$ cat src/rtl/multi_digit_counter_if.sv
// Control and observation bundle for the cascaded-digit counter.
// The master drives the controls; the counter itself takes the slave side.
interface multi_digit_counter_if #(
    parameter int DIGITS = 6,
    parameter int BASE   = 10
);
    localparam int DW = ($clog2(BASE) < 1) ? 1 : $clog2(BASE);

    logic                 ena;
    logic                 up;
    logic                 wrap;
    logic                 clr;
    logic                 load;
    logic [DIGITS*DW-1:0] load_val;
    logic [DIGITS*DW-1:0] count_out;
    logic                 at_zero;
    logic                 at_max;
    logic                 ovf;

    modport master (
        output ena, up, wrap, clr, load, load_val,
        input  count_out, at_zero, at_max, ovf
    );

    modport slave (
        input  ena, up, wrap, clr, load, load_val,
        output count_out, at_zero, at_max, ovf
    );
endinterface

$ cat src/rtl/multi_digit_counter.sv
// Cascaded radix-BASE up/down counter with wrap/saturate boundary handling.
// The whole ripple resolves combinationally, so every step takes one clock.
module multi_digit_counter #(
    parameter int DIGITS = 6,
    parameter int BASE   = 10
) (
    input  logic                          clk,
    input  logic                          rst,
    multi_digit_counter_if.slave          bus
);
    localparam int DW = ($clog2(BASE) < 1) ? 1 : $clog2(BASE);
    localparam logic [DW-1:0] MAXD = DW'(BASE - 1);

    logic [DIGITS-1:0][DW-1:0] cnt_q, cnt_d;
    logic [DIGITS-1:0][DW-1:0] step_val;
    logic [DIGITS-1:0][DW-1:0] ld_val;
    logic [DIGITS-1:0]         is_max;
    logic [DIGITS-1:0]         is_zero;
    // cin[i]: every digit below i sits at its turnover value for this direction
    logic [DIGITS:0]           cin;
    logic                      ovf_q, ovf_d;
    logic                      boundary;

    assign cin[0] = 1'b1;

    for (genvar i = 0; i < DIGITS; i++) begin : g_digit
        logic [DW-1:0] d;
        logic [DW-1:0] ld_raw;

        assign d          = cnt_q[i];
        assign ld_raw     = bus.load_val[i*DW +: DW];
        assign is_max[i]  = (d == MAXD);
        assign is_zero[i] = (d == '0);

        assign step_val[i] = bus.up ? (is_max[i]  ? '0   : d + DW'(1))
                                    : (is_zero[i] ? MAXD : d - DW'(1));

        // Out-of-range load digits clamp to the top digit value
        assign ld_val[i] = (ld_raw > MAXD) ? MAXD : ld_raw;

        assign cin[i+1] = cin[i] & (bus.up ? is_max[i] : is_zero[i]);
    end

    // A carry/borrow out of the top digit is the boundary crossing
    assign boundary = cin[DIGITS];

    always_comb begin
        cnt_d = cnt_q;
        ovf_d = 1'b0;
        if (bus.clr) begin
            cnt_d = '0;
        end else if (bus.load) begin
            cnt_d = ld_val;
        end else if (bus.ena) begin
            ovf_d = boundary;
            if (bus.wrap || !boundary) begin
                for (int i = 0; i < DIGITS; i++) begin
                    if (cin[i]) cnt_d[i] = step_val[i];
                end
            end
        end
    end

    always_ff @(posedge clk or negedge rst) begin
        if (!rst) begin
            cnt_q <= '0;
            ovf_q <= 1'b0;
        end else begin
            cnt_q <= cnt_d;
            ovf_q <= ovf_d;
        end
    end

    assign bus.count_out = cnt_q;
    assign bus.at_zero   = &is_zero;
    assign bus.at_max    = &is_max;
    assign bus.ovf       = ovf_q;
endmodule

$ cat src/flat_wrapper.sv
// flat-port wrapper written by rule: the top's interface ports become plain ports
module multi_digit_counter_flat 
#(
    parameter int DIGITS = 6,
    parameter int BASE   = 10
)
  (clk, rst, bus_ena, bus_up, bus_wrap, bus_clr, bus_load, bus_load_val, bus_count_out, bus_at_zero, bus_at_max, bus_ovf);
  multi_digit_counter_if #(.DIGITS(DIGITS), .BASE(BASE)) bus_i ();
  input  logic clk;
  input  logic rst;
  input wire logic [$bits(bus_i.ena)-1:0] bus_ena;
  input wire logic [$bits(bus_i.up)-1:0] bus_up;
  input wire logic [$bits(bus_i.wrap)-1:0] bus_wrap;
  input wire logic [$bits(bus_i.clr)-1:0] bus_clr;
  input wire logic [$bits(bus_i.load)-1:0] bus_load;
  input wire logic [$bits(bus_i.load_val)-1:0] bus_load_val;
  output wire logic [$bits(bus_i.count_out)-1:0] bus_count_out;
  output wire logic [$bits(bus_i.at_zero)-1:0] bus_at_zero;
  output wire logic [$bits(bus_i.at_max)-1:0] bus_at_max;
  output wire logic [$bits(bus_i.ovf)-1:0] bus_ovf;
  assign bus_i.ena = bus_ena;
  assign bus_i.up = bus_up;
  assign bus_i.wrap = bus_wrap;
  assign bus_i.clr = bus_clr;
  assign bus_i.load = bus_load;
  assign bus_i.load_val = bus_load_val;
  assign bus_count_out = bus_i.count_out;
  assign bus_at_zero = bus_i.at_zero;
  assign bus_at_max = bus_i.at_max;
  assign bus_ovf = bus_i.ovf;
  multi_digit_counter #(.DIGITS(DIGITS), .BASE(BASE)) u_core (.clk(clk), .rst(rst), .bus(bus_i));
endmodule
$ cat config.mk
export PLATFORM = sky130hd
export DESIGN_NAME = multi_digit_counter_flat
export DESIGN_NICKNAME = d
export VERILOG_FILES = /design/src/rtl/multi_digit_counter_if.sv /design/src/rtl/multi_digit_counter.sv /design/src/flat_wrapper.sv
export SDC_FILE = /design/constraint.sdc
export NUM_CORES = 1
export LEC_CHECK = 0
export CORE_MARGIN = 1.5
export CORE_UTILIZATION = 35
export CTS_BUF_LIST = sky130_fd_sc_hd__clkbuf_4
export CTS_CLUSTER_DIAMETER = 80
export DETAILED_ROUTE_END_ITERATION = 8
export PLACE_DENSITY_LB_ADDON = 0.2
export SYNTH_ARGS = -nofsm -noshare
export SYNTH_HDL_FRONTEND = slang
export SYNTH_SLANG_ARGS = --single-unit
$ cat constraint.sdc
create_clock -name clk -period 2.3 [get_ports clk]
set_input_delay 0.69 -clock clk [delete_from_list [all_inputs] [get_ports clk]]
set_output_delay 0.69 -clock clk [all_outputs]
set_load 0.03 [all_outputs]
==> results of run 1 <==
[layer usage]
layer / vias up / part of all wire / GRT usage
met5: - / 0 / 0
met4: 0 / 0.031 / 0.09103
met3: 28 / 0.032 / 0.02545
met2: 84 / 0.48 / 0.3897
met1: 1594 / 0.45 / 0.3072
li1: 1617 / - / -
[worst min-delay path, delay by kind of cell (launching register included)]
kind	cells	cell delay, ns
buf+inv	1	0.07
flops	1	0.45
mux	1	0.07
[flip-flops by register name, indices dropped and copies added, names as in the netlist]
name / flops
u_core.bus.ovf: 1
u_core.g_digit.d: 24
[final timing paths]
path,startpoint,endpoint,slack [ns],depth (start not counted)
min in group asynchronous,rst,u_core.g_digit[1].d[1]$_DFFE_PN0P_,0.70,2
max reg2reg,u_core.g_digit[1].d[1]$_DFFE_PN0P_,u_core.g_digit[1].d[2]$_DFFE_PN0P_,-0.25,7
max,u_core.g_digit[1].d[1]$_DFFE_PN0P_,u_core.g_digit[1].d[2]$_DFFE_PN0P_,-0.25,7
max in group asynchronous,rst,u_core.g_digit[1].d[0]$_DFFE_PN0P_,1.31,2
min,u_core.g_digit[4].d[0]$_DFFE_PN0P_,u_core.g_digit[4].d[0]$_DFFE_PN0P_,0.61,2
min reg2reg,u_core.g_digit[4].d[0]$_DFFE_PN0P_,u_core.g_digit[4].d[0]$_DFFE_PN0P_,0.61,2
[layout by cell type (no fill, tap or decap), types with 5 or more instances in the layout]
cell type	n
ha_1	10
and3b_1	5
inv_2	9
o21ai_0	23
buf_4	95
a31oi_1	8
nor2_1	23
buf_6	14
nand3b_1	7
o211ai_1	7
a21o_1	5
nand2b_1	8
nor3_1	7
nand3_1	12
nand2_1	26
nor2b_1	8
dlymetal6s2s_1	9
dfrtp_2	11
a21oi_1	16
inv_1	16
dlygate4sd2_1	8
and3_1	6
mux2_4	13
clkdlybuf4s50_1	37
dfrtp_1	14
ha_4	5
mux2i_1	5
[layout make-up]
cell class,count,area [um^2]
inverter,25,93.84
sequential,25,639.4
clock inverter,1,5.005
timing repair buffer,164,1429
fill,652,3039
multi-input combinational,287,2371
tap,102,127.6
clock buffer,3,22.52
[synth_stat cells (2+ instances only)]
cell type	instances
a32o_1	2
inv_1	25
and2_1	2
a2111oi_2	2
o21ai_0	26
a21oi_1	17
or3_1	2
or3b_1	4
mux2i_1	5
nand3_1	13
clkbuf_1	15
a211oi_1	4
nor2_1	24
dfrtp_1	25
a21boi_0	2
ha_1	18
nor4_1	5
nor3b_1	5
o21ba_2	3
a21o_1	5
or3b_2	2
nand4_1	3
a311o_1	3
nor3_1	8
nand3b_1	7
nor4b_1	2
a31oi_1	8
a311oi_1	2
nand2_1	27
buf_1	6
mux2_1	13
nor2b_1	9
o21ai_1	3
and3_1	6
o21ai_2	3
and3b_1	6
nand2b_1	9
o21a_1	2
a2111o_1	2
a211o_1	2
o2111ai_1	2
o211ai_1	7
o21bai_1	3
o31ai_1	3
[cell families after synthesis]
logic type	Yosys count	synth area share
muxes	18	0.07003
and+or+nand+nor	140	0.2832
DFF	25	0.2230
adders and majority gates	18	0.08029
xor gates and xnor gates	1	0.003123
buffers and inverters	47	0.06333
AOI/OAI and AO/OA	110	0.2770
[what timing repair did]
item,4_1_cts,5_1_grt
setup endpoints to repair,34,35
pin swaps,22,16
gates resized for setup,53,31
endpoints found under the hold margin,0,0
buffers inserted,8,10
[power breakdown]
group          switching [W]  internal, W  total [W]
Combinational       0.000570     0.000599    0.00117
Sequential         0.0000373     0.000482   0.000519
Clock               0.000151    0.0000656   0.000216
Total               0.000757      0.00115    0.00190
[through the flow]
| step | instance area [um^2] | setup slack, ns |
|---|---|---|
| 6_report | 4688 | -0.2480 |
| 5_1_grt | 4688 | -0.3741 |
| 4_1_cts | 4496 | -0.2390 |
| 3_5_place_dp | 4240 | -0.8885 |
| 3_3_place_gp | 4240 | -0.8587 |
| 2_1_floorplan | 2965 | -0.2331 |
==> results.txt, run 1 <==
die area: 8561 um^2
Die Width: 92.53 um
crit path kind: reg2reg
CTS Buffer Depth: 2
total power: 0.001903 W
Synth area leaders: dfrtp_1, ha_1, mux2_1
Slew @ Worst Pin: 0.3882 ns
Synth area leader: dfrtp_1
top cell type's share of synthesized area: 0.2230
Setup Skew: 0.009972 ns
worst hold path class: reg2reg
# hold bufs at CTS: 0
worst vdd rail ir drop: 237.4 uV
minimum clock period: 2.548 ns
Placer Congestion: 0.8578
Syn Nets: 408
Routed Antenna Nets: 0
period utilization: 1.108
CTS clk-pin slew, worst paths: 0.15 ns
via/cell ratio: 5.474
Post-Syn Area: 2805 um^2
clock root buffer: clkbuf_4
top_reg_cell synth: dfrtp_1
failing checks: setup timing
crit path DAT: 2.79 ns
largest net degree at the start of global routing: 26
CP endpoint kind: register
Hold Worst Slack: 0.6126 ns
setup TNS: -4.290 ns
Pre-antenna DRT Iters: 5
core footprint: 7727 um^2
# IOs: 58
Post-route DRC: 0
initial DRC count: 102
vias in the first global route: 3273
final net count: 555
number of diodes: 0
IO buf count: 57
Layout Utilization: 0.6067
Slowest-stage cell, CP: or4_4
Yosys reg bits: 25
Routed WL: 9.819 mm
Clock Sinks: 25
RSZ-0062 raised after global routing: yes
Remaining Overflow, GRT: 0
starting density of the core: 0.3630
crit-path leading delay family: simple AND/OR/NAND/NOR gates
DIE HEIGHT: 92.53 um
proportion of layout cells with a drive suffix above 1: 0.3881
Slew Viols, Final: 0
Post-synth EDFFs: 0
CTS buffer count: 3
Layout area overhead: 67.13%
first-pass GRT wire length: 16.03 mm
Total GRT Usage: 0.2335
final setup fails: 26
Post-Layout Cell Count: 607
Seq/Total Area, Yosys: 0.2230
CTS HTree Levels: 1
vias: 3323
maximum clock frequency: 392.5 MHz
CTS tree: done
antenna violations before repair: 0
worst-path cell chain: inv_2 -> ha_4 -> or3b_1 -> a21o_1 -> or4_4 -> o21ai_4 -> mux2_4
crit path buf inv count: 1
post-detail-place hpwl: 7.157 mm
delay of the slowest critical-path stage: 0.63 ns
worst-path fanout max: 4
Hold Vio Cnt, Final: 0
DP Cell Count: 585
number of warnings issued by yosys: 0
outcome: complete, but fails checks
Lkg Pwr: 2.109 nW
Worst Path Required: 2.54 ns
Syn Area/Cell: 7.814 um^2
MaxCap Viol Count: 0
Critical Path Start Type: register
num rows: 32
Setup WS post-layout: -0.2480 ns
Synth cell types: 61
power density over cell area: 406.0 nW/um^2
Synth async-reset ratio: 1.000
drt wl/cell: 16.18 um
Relative slew margins: 0.7395
Syn Inst Count: 359
clock latency on the worst-skew pair: 0.34 ns
Note: power is estimated with default switching activity, not from simulation.
==> inputs of run 2 (changes only) <==
CTS_CLUSTER_DIAMETER = 30   (was 80)
SETUP_SLACK_MARGIN = 0.15   (was not set)
==> results.txt, run 2 (synthesis gave the netlist of run 1 again) <==
sequential fraction of design power: 0.282
CTS buffer count: 3
Layout area overhead: 65.70%
antenna violations before repair: 0
final setup fails: 25
Worst Path Required: 1.61 ns
Combinational Power Share: 0.595
clock latency on the worst-skew pair: 0.34 ns
crit path kind: reg2out
Critical Path Start Type: register
period utilization: 1.106
Relative slew margins: 0.7388
number of diodes: 0
initial DRC count: 111
post-detail-place hpwl: 7.133 mm
Slew @ Worst Pin: 0.3877 ns
worst hold path class: reg2reg
Placer Congestion: 0.8388
Critical Path Most Common Cell: buf_6
clock root buffer: clkbuf_4
worst vdd rail ir drop: 220.2 uV
CTS HTree Levels: 1
CTS Buffer Depth: 2
core footprint: 7727 um^2
Clock Sinks: 25
Slew Viols, Final: 0
net switching power: 0.0007522 W
CTS clk-pin slew, worst paths: 0.16 ns
delay of the slowest critical-path stage: 0.45 ns
outcome: complete, but fails checks
net switching fraction of the power: 0.4018
Hold Worst Slack: 0.6169 ns
worst-path cell chain: inv_2 -> buf_6 -> ha_4 -> and3b_2 -> nand4_1 -> nor4_4 -> buf_6
commonest non-fill, non-tap cell in the layout: buf_4
commonest non-fill, non-tap cells in the layout: buf_4, clkdlybuf4s50_1, nand2_1, nor2_1, o21ai_0
CTS tree: done
Lkg Pwr: 2.004 nW
total power: 0.001872 W
failing checks: setup timing
Int Power: 0.001120 W
Setup Skew: 0.01582 ns
crit path buf inv count: 3
Pre-antenna DRT Iters: 4
Remaining Overflow, GRT: 0
first-pass GRT wire length: 16.15 mm
Routed WL: 9.706 mm
CP endpoint kind: output pin
Die Width: 92.53 um
minimum clock period: 2.544 ns
num rows: 32
MaxCap Viol Count: 0
vias: 3253
RSZ-0062 raised after global routing: yes
worst-path fanout max: 2
via/cell ratio: 5.413
DP Area: 4273 um^2
# IOs: 58
Layout Utilization: 0.6015
final std cell area, no fill: 4648 um^2
maximum clock frequency: 393.0 MHz
proportion of layout cells with a drive suffix above 1: 0.3888
Slowest-stage cell, CP: dfrtp_2
Setup WS post-layout: -0.2444 ns
final net count: 549
DIE HEIGHT: 92.53 um
vias in the first global route: 3257
die area: 8561 um^2
IO buf count: 57
crit path DAT: 1.85 ns
Hold Vio Cnt, Final: 0
drt wl/cell: 16.15 um
Routed Antenna Nets: 0
# hold bufs at CTS: 0
max reg flops: 24
crit-path leading delay family: simple AND/OR/NAND/NOR gates
Total GRT Usage: 0.2344
power density over cell area: 402.7 nW/um^2
Clk pwr share: 0.123
Post-route DRC: 0
starting density of the core: 0.3630
pre-CTS setup slack: -0.8484 ns
largest net degree at the start of global routing: 26
## run 2: final cells by class
class	instances	area, um^2
Sequential cell	25	643.1
Clock buffer	4	30.03
Inverter	25	93.84
Timing Repair Buffer	158	1365
Multi-Input combinational cell	287	2389
Tap cell	102	127.6
Fill cell	663	3079
## run 2: stage by stage
stage                     std cells  TNS, ns
after floorplan                 359   -3.244
after global placement          582   -18.73
after detailed placement        582   -19.59
after CTS                       600   -3.651
after global routing            601   -5.606
final                           601   -3.569
## run 2: final timing paths
| check | slack [ns] | end | startpoint | cells after the start |
|---|---|---|---|---|
| worst max-delay path | -0.24 | bus_at_max | u_core.g_digit[1].d[1]$_DFFE_PN0P_ | 7 |
| worst min-delay path | 0.62 | u_core.g_digit[4].d[0]$_DFFE_PN0P_ | u_core.g_digit[4].d[0]$_DFFE_PN0P_ | 2 |
| worst max register to register | -0.21 | u_core.g_digit[0].d[0]$_DFFE_PN0P_ | u_core.g_digit[2].d[0]$_DFFE_PN0P_ | 7 |
| worst min register to register | 0.62 | u_core.g_digit[4].d[0]$_DFFE_PN0P_ | u_core.g_digit[4].d[0]$_DFFE_PN0P_ | 2 |
| max in group asynchronous | 1.31 | u_core.g_digit[2].d[1]$_DFFE_PN0P_ | rst | 2 |
| min in group asynchronous | 0.69 | u_core.g_digit[4].d[1]$_DFFE_PN0P_ | rst | 2 |
## run 2: worst min-delay path: stages (launching register included)
cell	delay [ns]
dfrtp_2	0.44
inv_2	0.08
mux2i_1	0.08
## run 2: power by group through the flow
stage	clock network (W)	registers [W]	logic, W
5_1_grt	0.000256	0.000533	0.00120
6_report	0.000231	0.000528	0.00111
2_1_floorplan	0	0.000627	0.000474
3_5_place_dp	0	0.000533	0.00102
4_1_cts	0.000237	0.000525	0.00108
3_3_place_gp	0	0.000531	0.00100
## run 2: per-layer routing
metal | vias to the layer above | part of all wire | track usage | routed length, um
met4 | 0 | 0.012 | 0.06282 | 121
li1 | 1609 | - | - | -
met3 | 12 | 0.023 | 0.02545 | 224
met2 | 50 | 0.50 | 0.4075 | 4879
met1 | 1582 | 0.46 | 0.3061 | 4481
met5 | - | 0 | 0 | 0
## run 2: what timing repair did
item,in CTS,in global routing
setup buffers,14,1
pin swaps,27,6
endpoints found under the hold margin,0,0
gates resized for setup,74,12
endpoints found under the setup margin,51,30
